===== config.mk =====
export PLATFORM = sky130hd
export DESIGN_NAME = regfile_write_arbiter
export DESIGN_NICKNAME = d
export VERILOG_FILES = /design/src/rtl/regfile_write_arbiter.sv
export SDC_FILE = /design/constraint.sdc
export NUM_CORES = 1
export LEC_CHECK = 0
export ABC_AREA = 1
export ABC_CLOCK_PERIOD_IN_PS = 1100
export CAP_MARGIN = 40
export CELL_PAD_IN_SITES_DETAIL_PLACEMENT = 1
export CELL_PAD_IN_SITES_GLOBAL_PLACEMENT = 1
export CORE_ASPECT_RATIO = 0.75
export CORE_MARGIN = 4
export CORE_UTILIZATION = 25
export CTS_BUF_LIST = sky130_fd_sc_hd__clkbuf_4 sky130_fd_sc_hd__clkbuf_8 sky130_fd_sc_hd__clkbuf_16
export DETAILED_ROUTE_END_ITERATION = 6
export GPL_TIMING_DRIVEN = 1
export PLACE_DENSITY = 0.81
export RECOVER_POWER = 100
export SLEW_MARGIN = 20
export SYNTH_ARGS = -nofsm -noshare
export SYNTH_HDL_FRONTEND = slang
export SYNTH_SLANG_ARGS = --single-unit
export TNS_END_PERCENT = 50

===== constraint.sdc =====
create_clock -name clk -period 1.1 [get_ports clk]
set_input_delay 0.22 -clock clk [delete_from_list [all_inputs] [get_ports clk]]
set_output_delay 0.22 -clock clk [all_outputs]
set_load 0.01 [all_outputs]

===== src/rtl/regfile_write_arbiter.sv =====
// rtl/regfile_write_arbiter.sv - write-port owner for the 32-entry register file with round-robin arbitration and clear sequencer
// Optional grant statistics (cnt_a/cnt_b) are built when WRARB_STATS_EN is defined.
module regfile_write_arbiter #(
  parameter int                 DATA_W  = 32,
  parameter int                 NREG    = 32,
  parameter logic [DATA_W-1:0]  CLR_VAL = '0
) (
  input  logic              clk,
  input  logic              rst_n,
  input  logic              req_a,
  input  logic [4:0]        addr_a,
  input  logic [DATA_W-1:0] data_a,
  output logic              gnt_a,
  input  logic              req_b,
  input  logic [4:0]        addr_b,
  input  logic [DATA_W-1:0] data_b,
  output logic              gnt_b,
  input  logic              clear_req,
  output logic              busy,
  output logic              clear_done,
  output logic              rf_we,
  output logic [4:0]        rf_waddr,
  output logic [DATA_W-1:0] rf_wdata,
  output logic [3:0]        led_n
`ifdef WRARB_STATS_EN
  ,
  output logic [15:0]       cnt_a,
  output logic [15:0]       cnt_b
`endif
);

  typedef enum logic {ST_CLEAR = 1'b0, ST_ARB = 1'b1} state_t;

  localparam logic [4:0] LAST_IDX = 5'(NREG - 1);

  state_t            state_q, state_d;
  logic [4:0]        idx_q, idx_d;
  logic              ptr_b_q, ptr_b_d;  // 1: B wins a tie next time
  logic              gnt_a_q, gnt_a_d;
  logic              gnt_b_q, gnt_b_d;
  logic              rf_we_q, rf_we_d;
  logic [4:0]        rf_waddr_q, rf_waddr_d;
  logic [DATA_W-1:0] rf_wdata_q, rf_wdata_d;
  logic              clear_done_q, clear_done_d;
  logic [3:0]        led_n_q, led_n_d;

  logic              elig_a, elig_b;
  logic              grant_a, grant_b;

  // Next-state and registered-output logic for the CLEAR/ARB sequencer
  always_comb begin
    state_d      = state_q;
    idx_d        = idx_q;
    ptr_b_d      = ptr_b_q;
    gnt_a_d      = 1'b0;
    gnt_b_d      = 1'b0;
    rf_we_d      = 1'b0;
    rf_waddr_d   = rf_waddr_q;
    rf_wdata_d   = rf_wdata_q;
    clear_done_d = 1'b0;
    led_n_d      = led_n_q;
    grant_a      = 1'b0;
    grant_b      = 1'b0;
    // A requester that holds a grant this cycle sits out one round.
    elig_a       = req_a && !gnt_a_q;
    elig_b       = req_b && !gnt_b_q;

    case (state_q)
      ST_CLEAR: begin
        rf_we_d    = 1'b1;
        rf_waddr_d = idx_q;
        rf_wdata_d = CLR_VAL;
        led_n_d    = ~CLR_VAL[3:0];
        if (idx_q == LAST_IDX) begin
          state_d      = ST_ARB;
          idx_d        = 5'd0;
          clear_done_d = 1'b1;
        end else begin
          idx_d = idx_q + 5'd1;
        end
      end
      ST_ARB: begin
        if (clear_req) begin
          state_d = ST_CLEAR;
          idx_d   = 5'd0;
        end else begin
          if (elig_a && (!elig_b || !ptr_b_q)) begin
            grant_a = 1'b1;
          end else if (elig_b) begin
            grant_b = 1'b1;
          end

          if (grant_a) begin
            gnt_a_d    = 1'b1;
            rf_waddr_d = addr_a;
            rf_wdata_d = data_a;
            rf_we_d    = (addr_a != 5'd0);
            ptr_b_d    = 1'b1;
          end else if (grant_b) begin
            gnt_b_d    = 1'b1;
            rf_waddr_d = addr_b;
            rf_wdata_d = data_b;
            rf_we_d    = (addr_b != 5'd0);
            ptr_b_d    = 1'b0;
          end

          // Register 0 is hardwired zero: its grants write nothing and leave the LEDs alone.
          if (rf_we_d) begin
            led_n_d = ~rf_wdata_d[3:0];
          end
        end
      end
      default: begin
        state_d = ST_CLEAR;
        idx_d   = 5'd0;
      end
    endcase
  end

  // State and output registers; reset re-enters CLEAR from register 0
  always_ff @(posedge clk) begin
    if (!rst_n) begin
      state_q      <= ST_CLEAR;
      idx_q        <= 5'd0;
      ptr_b_q      <= 1'b0;
      gnt_a_q      <= 1'b0;
      gnt_b_q      <= 1'b0;
      rf_we_q      <= 1'b0;
      rf_waddr_q   <= 5'd0;
      rf_wdata_q   <= '0;
      clear_done_q <= 1'b0;
      led_n_q      <= 4'hF;
    end else begin
      state_q      <= state_d;
      idx_q        <= idx_d;
      ptr_b_q      <= ptr_b_d;
      gnt_a_q      <= gnt_a_d;
      gnt_b_q      <= gnt_b_d;
      rf_we_q      <= rf_we_d;
      rf_waddr_q   <= rf_waddr_d;
      rf_wdata_q   <= rf_wdata_d;
      clear_done_q <= clear_done_d;
      led_n_q      <= led_n_d;
    end
  end

  assign gnt_a      = gnt_a_q;
  assign gnt_b      = gnt_b_q;
  assign busy       = (state_q == ST_CLEAR);
  assign clear_done = clear_done_q;
  assign rf_we      = rf_we_q;
  assign rf_waddr   = rf_waddr_q;
  assign rf_wdata   = rf_wdata_q;
  assign led_n      = led_n_q;

`ifdef WRARB_STATS_EN
  logic [15:0] cnt_a_q, cnt_a_d;
  logic [15:0] cnt_b_q, cnt_b_d;

  // Saturating grant counters; clear writes never count
  always_comb begin
    cnt_a_d = cnt_a_q;
    cnt_b_d = cnt_b_q;
    if (grant_a && (cnt_a_q != 16'hFFFF)) cnt_a_d = cnt_a_q + 16'd1;
    if (grant_b && (cnt_b_q != 16'hFFFF)) cnt_b_d = cnt_b_q + 16'd1;
  end

  // Counter registers
  always_ff @(posedge clk) begin
    if (!rst_n) begin
      cnt_a_q <= 16'd0;
      cnt_b_q <= 16'd0;
    end else begin
      cnt_a_q <= cnt_a_d;
      cnt_b_q <= cnt_b_d;
    end
  end

  assign cnt_a = cnt_a_q;
  assign cnt_b = cnt_b_q;
`endif

endmodule


==> results by group, run 1 <==
Outcome
  – Status: complete, but fails checks
  – Failing checks: negative setup slack

Clocking
  – Clock latency at the later pin of the worst-skew pair: 0.29 ns
  – Root buf cell: clkbuf_16
  – CTS tree: built
  – Clock slew at reported path FFs: 0.07 ns
  – CTS Sinks: 52
  – Hold buffers post-CTS: 0
  – Number of CTS-inserted buffers: 5
  – Clock Tree Buf Depth: 2
  – H-tree depth: 2

Logic synthesis
  – Post-synth top flop: dfxtp_1
  – Syn Area/Cell: 7.27 um^2
  – Ys Warns: 0
  – Mapped Cells: 343
  – Count of different cell masters after synthesis: 26
  – FFs w/ async S/R, synth: 0%
  – Sequential area share after synthesis: 41.7%
  – FF+latch count, synth: 52
  – Synth area leader: dfxtp_1
  – Top post-synthesis cells by area: dfxtp_1, nand3_1, nand2_1
  – Post-synthesis cell area: 2490 um^2
  – Post-synth EDFFs: 0
  – Top-area cell type share of the netlist area: 41.7%
  – Syn_nets: 424

Worst setup path
  – CP dominant cell by count: nand2_4
  – Kind of critical path: flip-flop to flip-flop
  – R2R Path End: rf_wdata[20]
  – Critical path's largest stage delay: 0.33 ns
  – Worst EP required: 1.31 ns
  – Slowest CP cell: dfxtp_2
  – Startpoint types: flip-flop
  – Crit. End Element: flip-flop
  – Worst R2R Start: gnt_b
  – Worst Setup SP: gnt_b
  – Worst Setup EP: rf_wdata[20]
  – Worst-path maximum fanout: 16
  – Buf+Inv Stages, Crit Path: 4
  – Arrival @ worst endpoint: 1.55 ns
  – Cells on worst reg2reg path: 9
  – Delay-heaviest family, CP: buffers and inverters
  – Crit-path cells: inv_2 -> buf_4 -> nand2_4 -> inv_4 -> nand2_4 -> nor2_8 -> buf_12 -> nand2_1 -> a31oi_1
  – Worst path depth: 9
  – Register-to-register setup slack: -0.24 ns

Floorplan
  – I/O pin cnt: 125
  – Core ar.: 9700 um^2
  – Die X: 123 um
  – Die area: 11700 um^2
  – Die height: 94.5 um
  – Initial core utilization: 25.7%
  – Cell Rows: 31

Timing
  – Worst Tran Pin Value: 0.253 ns
  – Final min period: 1.34 ns
  – Final setup violation count: 48
  – Max-slew violation count: 0
  – Worst Hold Slack: 0.452 ns
  – Max frequency: 0.747 GHz
  – Final hold violation count: 0
  – Worst Setup Slack, final: -0.239 ns
  – Clock Skew: 0.00446 ns
  – Unrepaired setup endpoints after global routing: true
  – Worst slew margin: 83.0%
  – Period utilization: 122%

Layout
  – Most frequent cells in the layout: clkdlybuf4s50_1, nand3_1, nand2_1, a31oi_1, dfxtp_2
  – Diodes inserted: 0
  – Nets@finish: 573
  – Fin area: 4590 um^2
  – Most common cell after layout, fill and taps aside: clkdlybuf4s50_1
  – Share of cells above drive strength 1: 37.3%
  – P&R area growth vs syn: 83.9%

GRT
  – Most used routing layer: met2
  – Met1 global-route usage: 22.1%
  – Global route overflow: 0
  – All-layer global routing usage: 18.4%
  – M3 GR Usage: 5.75%
  – Largest net degree at the start of global routing: 30
  – M2 GR Usage: 32.2%
  – First-pass GRT wire length: 16.8 mm
  – Initial antenna violation count: 0
  – Vias in the first global route: 3302

Placement
  – PortBufs: 124
  – Final Wtd Congestion: 0.823
  – Detail Placement HPWL: 8.10 mm
  – Worst slack, placed: -0.619 ns
  – Dpl cell area: 4180 um^2

Job
  – Max-Cap Viols: 0

Power and ir drop
  – Power density cells: 942 nW/um^2
  – Internal: 3.27 mW
  – Switching share of power: 24.4%
  – Reg power frac: 44.6%
  – NetSw: 1.05 mW
  – Clock network fraction of total power: 38.0%
  – Worst VDD drop: 0.000534 V
  – Gate power share: 17.4%
  – Standby leakage power: 1.81 nW

Drt
  – Vias per cell: 4.89
  – DRC: 0
  – Wire per inst: 18.0 um
  – First-pass detailed-route iteration total: 4
  – Final ANT Viol Nets: 0
  – Post-Route WL: 11.2 mm
  – Vias: 3057
  – Initial DRC count: 120

Worst hold path
  – HP Start: clear_req
  – Hold Crit Depth: 4
  – Hold Path Class: primary input to flip-flop
## state kept, by name (all words and copies together) (netlist names)
| name | cells |
|---|---|
| rf_wdata | 32 |
| idx_q | 5 |
| rf_waddr | 5 |
| led_n | 4 |
| clear_done | 1 |
| gnt_a | 1 |
| gnt_b | 1 |
| ptr_b_q | 1 |
| rf_we | 1 |
| state_q | 1 |
## synthesized netlist by cell type (all sizes together) (2+ instances only)
cell type,n
nand3,85
nand2,68
dfxtp,52
nor2,29
a31oi,27
inv,24
buf,16
o21ai,14
clkbuf,8
a21oi,7
nand3b,5
clkinv,2
ha,2
## area by class of cell
| cell class | count | area (um^2) |
|---|---|---|
| Timing Repair Buffer | 166 | 1580 |
| Clock inverter | 1 | 7.51 |
| Tap cell | 132 | 165 |
| Multi-Input combinational cell | 241 | 1490 |
| Clock buffer | 7 | 146 |
| Sequential cell | 52 | 1080 |
| Fill cell | 1151 | 5110 |
| Inverter | 26 | 118 |
## worst min-delay path by stage
stage                             end  slack, ns
after global placement       led_n[2]       0.45
after detailed placement     led_n[0]       0.47
after floorplan           rf_wdata[4]       0.37
final                     rf_wdata[3]       0.45
after CTS                 rf_wdata[5]       0.48
after global routing         idx_q[0]       0.47
## cell families after synthesis
kind of cell / synth area share, %
buffers and inverters: 9.93
flip-flops: 41.7
XOR/XNOR: 0.702
AND/OR/NAND/NOR: 35.1
adder cells (fa/ha/maj): 1.00
AO/OA/AOI/OAI: 11.5
## repair_timing
item / 4_1_cts / 5_1_grt
setup buffers: 3 / 1
setup endpoints to repair: 97 / 87
gates cloned: 0 / 1
gates resized for setup: 193 / 79
pin swaps: 10 / 15
## routing by layer
layer	vias to the layer above	part of all wire [%]
li1	1454	-
met1	1498	41
met2	95	51
met3	10	7.1
met4	0	1.0
met5	-	0
## power groups by stage
stage	sequential [mW]	combinational (mW)	clock [mW]
3_3_place_gp	1.97	0.653	0
2_1_floorplan	1.98	0.207	0
6_report	1.93	0.750	1.64
4_1_cts	1.93	0.718	1.69
5_1_grt	1.93	0.798	1.77
3_5_place_dp	1.97	0.669	0
## worst register-to-register path, stage by stage (launching register included)
cell	delay, ns
dfxtp_2	0.33
inv_2	0.06
buf_4	0.11
nand2_4	0.07
inv_4	0.08
nand2_4	0.08
nor2_8	0.15
buf_12	0.16
nand2_1	0.08
a31oi_1	0.15
## stage by stage
| stage | total power [mW] | setup TNS, ns | utilization [%] | cells |
|---|---|---|---|---|
| final | 4.32 | -7.41 | 47.3 | 625 |
| after detailed placement | 2.64 | -27.17 | 43.1 | 612 |
| after CTS | 4.33 | -6.65 | 46.7 | 623 |
| after floorplan | 2.19 | -1.06 | - | 343 |
| after global placement | 2.63 | -25.85 | 43.1 | 612 |
| after global routing | 4.50 | -10.96 | 47.3 | 625 |
Power figures use the tool's default switching activity.
==> run 2, diff against run 1 <==
Settings changed: ABC_CLOCK_PERIOD_IN_PS 1100 to 1200.
Clock period 1.1 ns to 1.2 ns, I/O delays scaled along.
==> results by group, run 2 (synthesized netlist as in run 1, its figures left out) <==
Drt
  – First-pass detailed-route iteration total: 4
  – Initial DRC count: 185
  – Final ANT Viol Nets: 0
  – Wire per inst: 18.8 um
  – Vias: 3153
  – Post-Route WL: 12.0 mm
  – Vias per cell: 4.95
  – DRC: 0

Power and ir drop
  – Internal: 3.04 mW
  – Switching share of power: 25.3%
  – Reg power frac: 43.4%
  – Clock network fraction of total power: 36.9%
  – Gate power share: 19.6%
  – NetSw: 1.03 mW
  – Power density cells: 818 nW/um^2
  – Worst VDD drop: 0.000727 V
  – Standby leakage power: 2.08 nW

Clocking
  – Hold buffers post-CTS: 0
  – CTS tree: built
  – Root buf cell: clkbuf_16
  – CTS Sinks: 52
  – H-tree depth: 2
  – Number of CTS-inserted buffers: 5
  – Clock slew at reported path FFs: 0.07 ns
  – Clock latency at the later pin of the worst-skew pair: 0.29 ns
  – Clock Tree Buf Depth: 2

Layout
  – Fillers: 1135
  – Number of flip-flops in the largest register: 32
  – FF/Latch Area: 1050 um^2
  – Non-Filler Instances: 637
  – Share of cells above drive strength 1: 31.7%
  – Nets@finish: 585
  – Most common cell after layout, fill and taps aside: clkdlybuf4s50_1
  – Area of the multi-input gates: 1610 um^2
  – Diodes inserted: 0
  – P&R area growth vs syn: 99.3%
  – Most frequent cells in the layout: clkdlybuf4s50_1, nand3_1, dfxtp_1, nand2_1, dlygate4sd2_1
  – Post-layout util: 51.3%
  – Fin area: 4970 um^2

Worst setup path
  – Crit. End Element: flip-flop
  – Crit-path cells: buf_4 -> nand2_2 -> buf_6 -> nor2_8 -> buf_12 -> nand2_4 -> a31oi_2
  – Arrival @ worst endpoint: 1.60 ns
  – Slowest CP cell: dfxtp_2
  – Critical path's largest stage delay: 0.33 ns
  – Kind of critical path: flip-flop to flip-flop
  – Worst-path maximum fanout: 8
  – Worst EP required: 1.42 ns
  – Startpoint types: flip-flop

Timing
  – Max frequency: 0.721 GHz
  – Setup_tns: -5.37 ns
  – Worst Tran Pin Value: 0.302 ns
  – Final hold violation count: 0
  – Max-slew violation count: 0
  – Final setup violation count: 49
  – Period utilization: 116%
  – Worst Hold Slack: 0.494 ns
  – Worst Setup Slack, final: -0.188 ns
  – Final min period: 1.39 ns
  – Clock Skew: 0.00649 ns
  – Worst slew margin: 79.8%
  – Unrepaired setup endpoints after global routing: true

GRT
  – Global route overflow: 0
  – First-pass GRT wire length: 18.1 mm
  – Largest net degree at the start of global routing: 36
  – All-layer global routing usage: 19.8%
  – Initial antenna violation count: 0
  – Vias in the first global route: 3527

Floorplan
  – Cell Rows: 31
  – Die height: 94.5 um
  – I/O pin cnt: 125
  – Die area: 11700 um^2
  – Die X: 123 um
  – Initial core utilization: 25.7%
  – Core ar.: 9700 um^2

Placement
  – Placed insts: 616
  – Final Wtd Congestion: 0.814
  – Detail Placement HPWL: 7.90 mm
  – Dpl cell area: 4160 um^2
  – PortBufs: 124

Outcome
  – Failing checks: negative setup slack
  – Status: complete, but fails checks

Job
  – Max-Cap Viols: 0

Worst hold path
  – Hold Path Class: flip-flop to flip-flop
-- run 2: cell types whose count changed in the layout (fill, tap and decap cells not counted), sizes merged, moves of 2 or more --
cell,previous run,this run
buf,61,50
clkbuf,18,11
clkinv,2,4
clkdlybuf4s15,16,13
bufbuf,0,2
dlygate4sd2,2,33
-- run 2: layout make-up --
type / count / share of cell area (%)
Timing Repair Buffer: 178 / 37.9
Multi-Input combinational cell: 241 / 32.3
Sequential cell: 52 / 21.2
Tap cell: 132 / 3.32
Clock buffer: 6 / 2.79
Inverter: 26 / 2.37
Clock inverter: 2 / 0.201
-- run 2: layer usage --
metal	global-route usage, %	up-vias	share of wire [%]
met5	0	-	0
met4	7.00	0	1.9
met3	5.03	19	6.2
met2	33.8	108	49
met1	24.2	1544	43
li1	-	1482	-
-- run 2: what timing repair did --
action,in CTS,in global routing
endpoints found under the setup margin,94,66
buffers inserted,8,0
pin swaps,23,34
gates resized for setup,117,88
cloned,5,1
-- run 2: stage by stage --
step | worst slack (ns) | power, mW
floorplan | 0.00927 | 1.99
CTS | -0.158 | 4.01
finish | -0.188 | 4.07
global route | -0.224 | 4.21
global placement | -0.481 | 2.40
detailed placement | -0.585 | 2.42
-- run 2: critical path: cells and delay by family (launching register included) --
family,cells,cell delay [ns]
buffers and inverters,3,0.46
and+or+nand+nor,3,0.34
DFF,1,0.33
AOI/OAI and AO/OA,1,0.18
-- run 2: worst paths after layout --
check	start	end	slack [ns]	cells after the start
setup / recovery	state_q	rf_wdata[30]	-0.19	7
hold / removal	idx_q[4]	idx_q[4]	0.49	2
setup reg to reg	state_q	rf_wdata[30]	-0.19	7
hold reg to reg	idx_q[4]	idx_q[4]	0.49	2
-- run 2: power groups by stage --
stage | combinational (mW) | sequential (mW) | clock [mW]
after floorplan | 0.178 | 1.81 | 0
after global placement | 0.599 | 1.80 | 0
after detailed placement | 0.614 | 1.80 | 0
after CTS | 0.733 | 1.76 | 1.52
after global routing | 0.844 | 1.77 | 1.60
final | 0.799 | 1.77 | 1.50
==> run 3, diff against run 2 <==
Settings changed: ABC_CLOCK_PERIOD_IN_PS 1200 to 1600, CORE_UTILIZATION 25 to 29, PLACE_DENSITY 0.81 to 0.88, REMOVE_ABC_BUFFERS from default to 1.
Clock period 1.2 ns to 1.6 ns, I/O delays scaled along.
==> results by group, run 3 (synthesized netlist as in run 1, its figures left out) <==
GRT
  – M2 GR Usage: 34.2%
  – First-pass GRT wire length: 15.7 mm
  – Initial antenna violation count: 0
  – Met1 global-route usage: 24.3%
  – All-layer global routing usage: 19.3%
  – Most used routing layer: met2
  – Largest net degree at the start of global routing: 32
  – Vias in the first global route: 3159
  – M3 GR Usage: 4.31%
  – Global route overflow: 0

Layout
  – P&R area growth vs syn: 68.2%
  – Most frequent cells in the layout: clkdlybuf4s50_1, nand3_1, nand2_1, dfxtp_1, nor2_1
  – Share of cells above drive strength 1: 11.1%
  – Non-Filler Instances: 585
  – Post-layout util: 49.8%
  – Nets@finish: 557
  – Diodes inserted: 0
  – Fin area: 4200 um^2
  – Fillers: 1046
  – Most common cell after layout, fill and taps aside: clkdlybuf4s50_1
  – Number of flip-flops in the largest register: 32

Clocking
  – Clock Tree Buf Depth: 2
  – Number of CTS-inserted buffers: 5
  – Hold buffers post-CTS: 0
  – CTS Sinks: 52
  – Clock latency at the later pin of the worst-skew pair: 0.29 ns
  – CTS tree: built
  – Clock slew at reported path FFs: 0.07 ns
  – H-tree depth: 2
  – Root buf cell: clkbuf_16

Floorplan
  – Initial core utilization: 29.6%
  – Cell Rows: 29
  – Core ar.: 8420 um^2
  – Die height: 88.3 um
  – Die area: 10200 um^2
  – I/O pin cnt: 125
  – Die X: 115 um

Placement
  – Dpl cell area: 4000 um^2
  – Detail Placement HPWL: 7.57 mm
  – Final Wtd Congestion: 0.770
  – Worst slack, placed: -0.273 ns
  – Placed insts: 576
  – PortBufs: 124

Drt
  – Initial DRC count: 130
  – Vias: 2919
  – Post-Route WL: 9.69 mm
  – Final ANT Viol Nets: 0
  – Wire per inst: 16.6 um
  – DRC: 0
  – Vias per cell: 4.99
  – First-pass detailed-route iteration total: 4

Power and ir drop
  – Power density cells: 713 nW/um^2
  – Worst VDD drop: 0.000693 V
  – Gate power share: 14.1%
  – Switching share of power: 22.7%
  – Clock network fraction of total power: 41.5%
  – Internal: 2.31 mW
  – Pwr Total: 2.99 mW
  – NetSw: 679 uW
  – Standby leakage power: 1.58 nW
  – Reg power frac: 44.4%

Worst setup path
  – Worst EP required: 1.78 ns
  – Worst Setup SP: req_a
  – Crit. End Element: flip-flop
  – Startpoint types: primary input
  – Cells on worst reg2reg path: 6
  – R2R Path End: idx_q[3]
  – Worst R2R Start: state_q
  – Kind of critical path: primary input to flip-flop
  – Worst-path maximum fanout: 5
  – Register-to-register setup slack: 0.15 ns
  – Arrival @ worst endpoint: 1.75 ns
  – Worst Setup EP: rf_waddr[4]

Outcome
  – Status: complete, no violations

Timing
  – Worst Tran Pin Value: 0.380 ns
  – Period utilization: 97.6%
  – Worst Setup Slack, final: 0.0385 ns
  – Clock Skew: 0.00661 ns
  – Final setup violation count: 0
  – Max-slew violation count: 0
  – Final hold violation count: 0
  – Setup_tns: 0 ns
  – Worst Hold Slack: 0.480 ns
  – Worst slew margin: 74.6%
  – Final min period: 1.56 ns
  – Max frequency: 0.640 GHz

Worst hold path
  – Hold Path Class: flip-flop to flip-flop

Job
  – Max-Cap Viols: 0
==> run 3: power by group through the flow <==
stage          Combinational (mW)  Sequential (mW)  Clock [mW]
2_1_floorplan               0.109             1.36           0
3_3_place_gp                0.411             1.36           0
3_5_place_dp                0.419             1.36           0
4_1_cts                     0.422             1.33        1.28
5_1_grt                     0.454             1.33        1.34
6_report                    0.422             1.33        1.24
==> run 3: worst min-delay path by stage <==
| stage | start | endpoint | slack [ns] | depth (start not counted) |
|---|---|---|---|---|
| 2_1_floorplan | rst_n | led_n[0] | 0.40 | 1 |
| 6_report | led_n[2] | led_n[2] | 0.48 | 2 |
| 5_1_grt | led_n[2] | led_n[2] | 0.51 | 2 |
| 3_3_place_gp | led_n[3] | led_n[3] | 0.46 | 2 |
| 3_5_place_dp | led_n[2] | led_n[2] | 0.46 | 2 |
| 4_1_cts | led_n[2] | led_n[2] | 0.48 | 2 |
==> run 3: cell type report <==
| class | instances | area (um^2) | share of cell area, % |
|---|---|---|---|
| timing repair buffer | 150 | 1520 | 36.3 |
| multi-input combinational | 241 | 1220 | 29.2 |
| sequential | 52 | 1040 | 24.8 |
| tap | 108 | 135 | 3.22 |
| clock buffer | 5 | 125 | 2.98 |
| inverter | 26 | 100 | 2.39 |
| clock inverter | 3 | 46.3 | 1.10 |
==> run 3: metal layers <==
layer | vias up | wire [um]
li1 | 1426 | -
met1 | 1405 | 4290
met2 | 80 | 4750
met3 | 8 | 572
met4 | 0 | 79
met5 | - | 0
==> run 3: worst max-delay path, cell delays in order <==
cell and delay (ns):
clkdlybuf4s50_1 0.50, inv_1 0.08, nor2_4 0.10, nand2_4 0.09, clkbuf_4 0.15, clkbuf_2 0.13
o21ai_1 0.17, nor2_1 0.07, nor2_1 0.10, nor2_1 0.05
==> run 3: what timing repair did <==
item                       CTS  global route
hold endpoints to repair     0             0
cloned                       0             0
pin swaps                    0             2
setup buffers                0             1
setup endpoints to repair    1            23
resized for setup            1             7
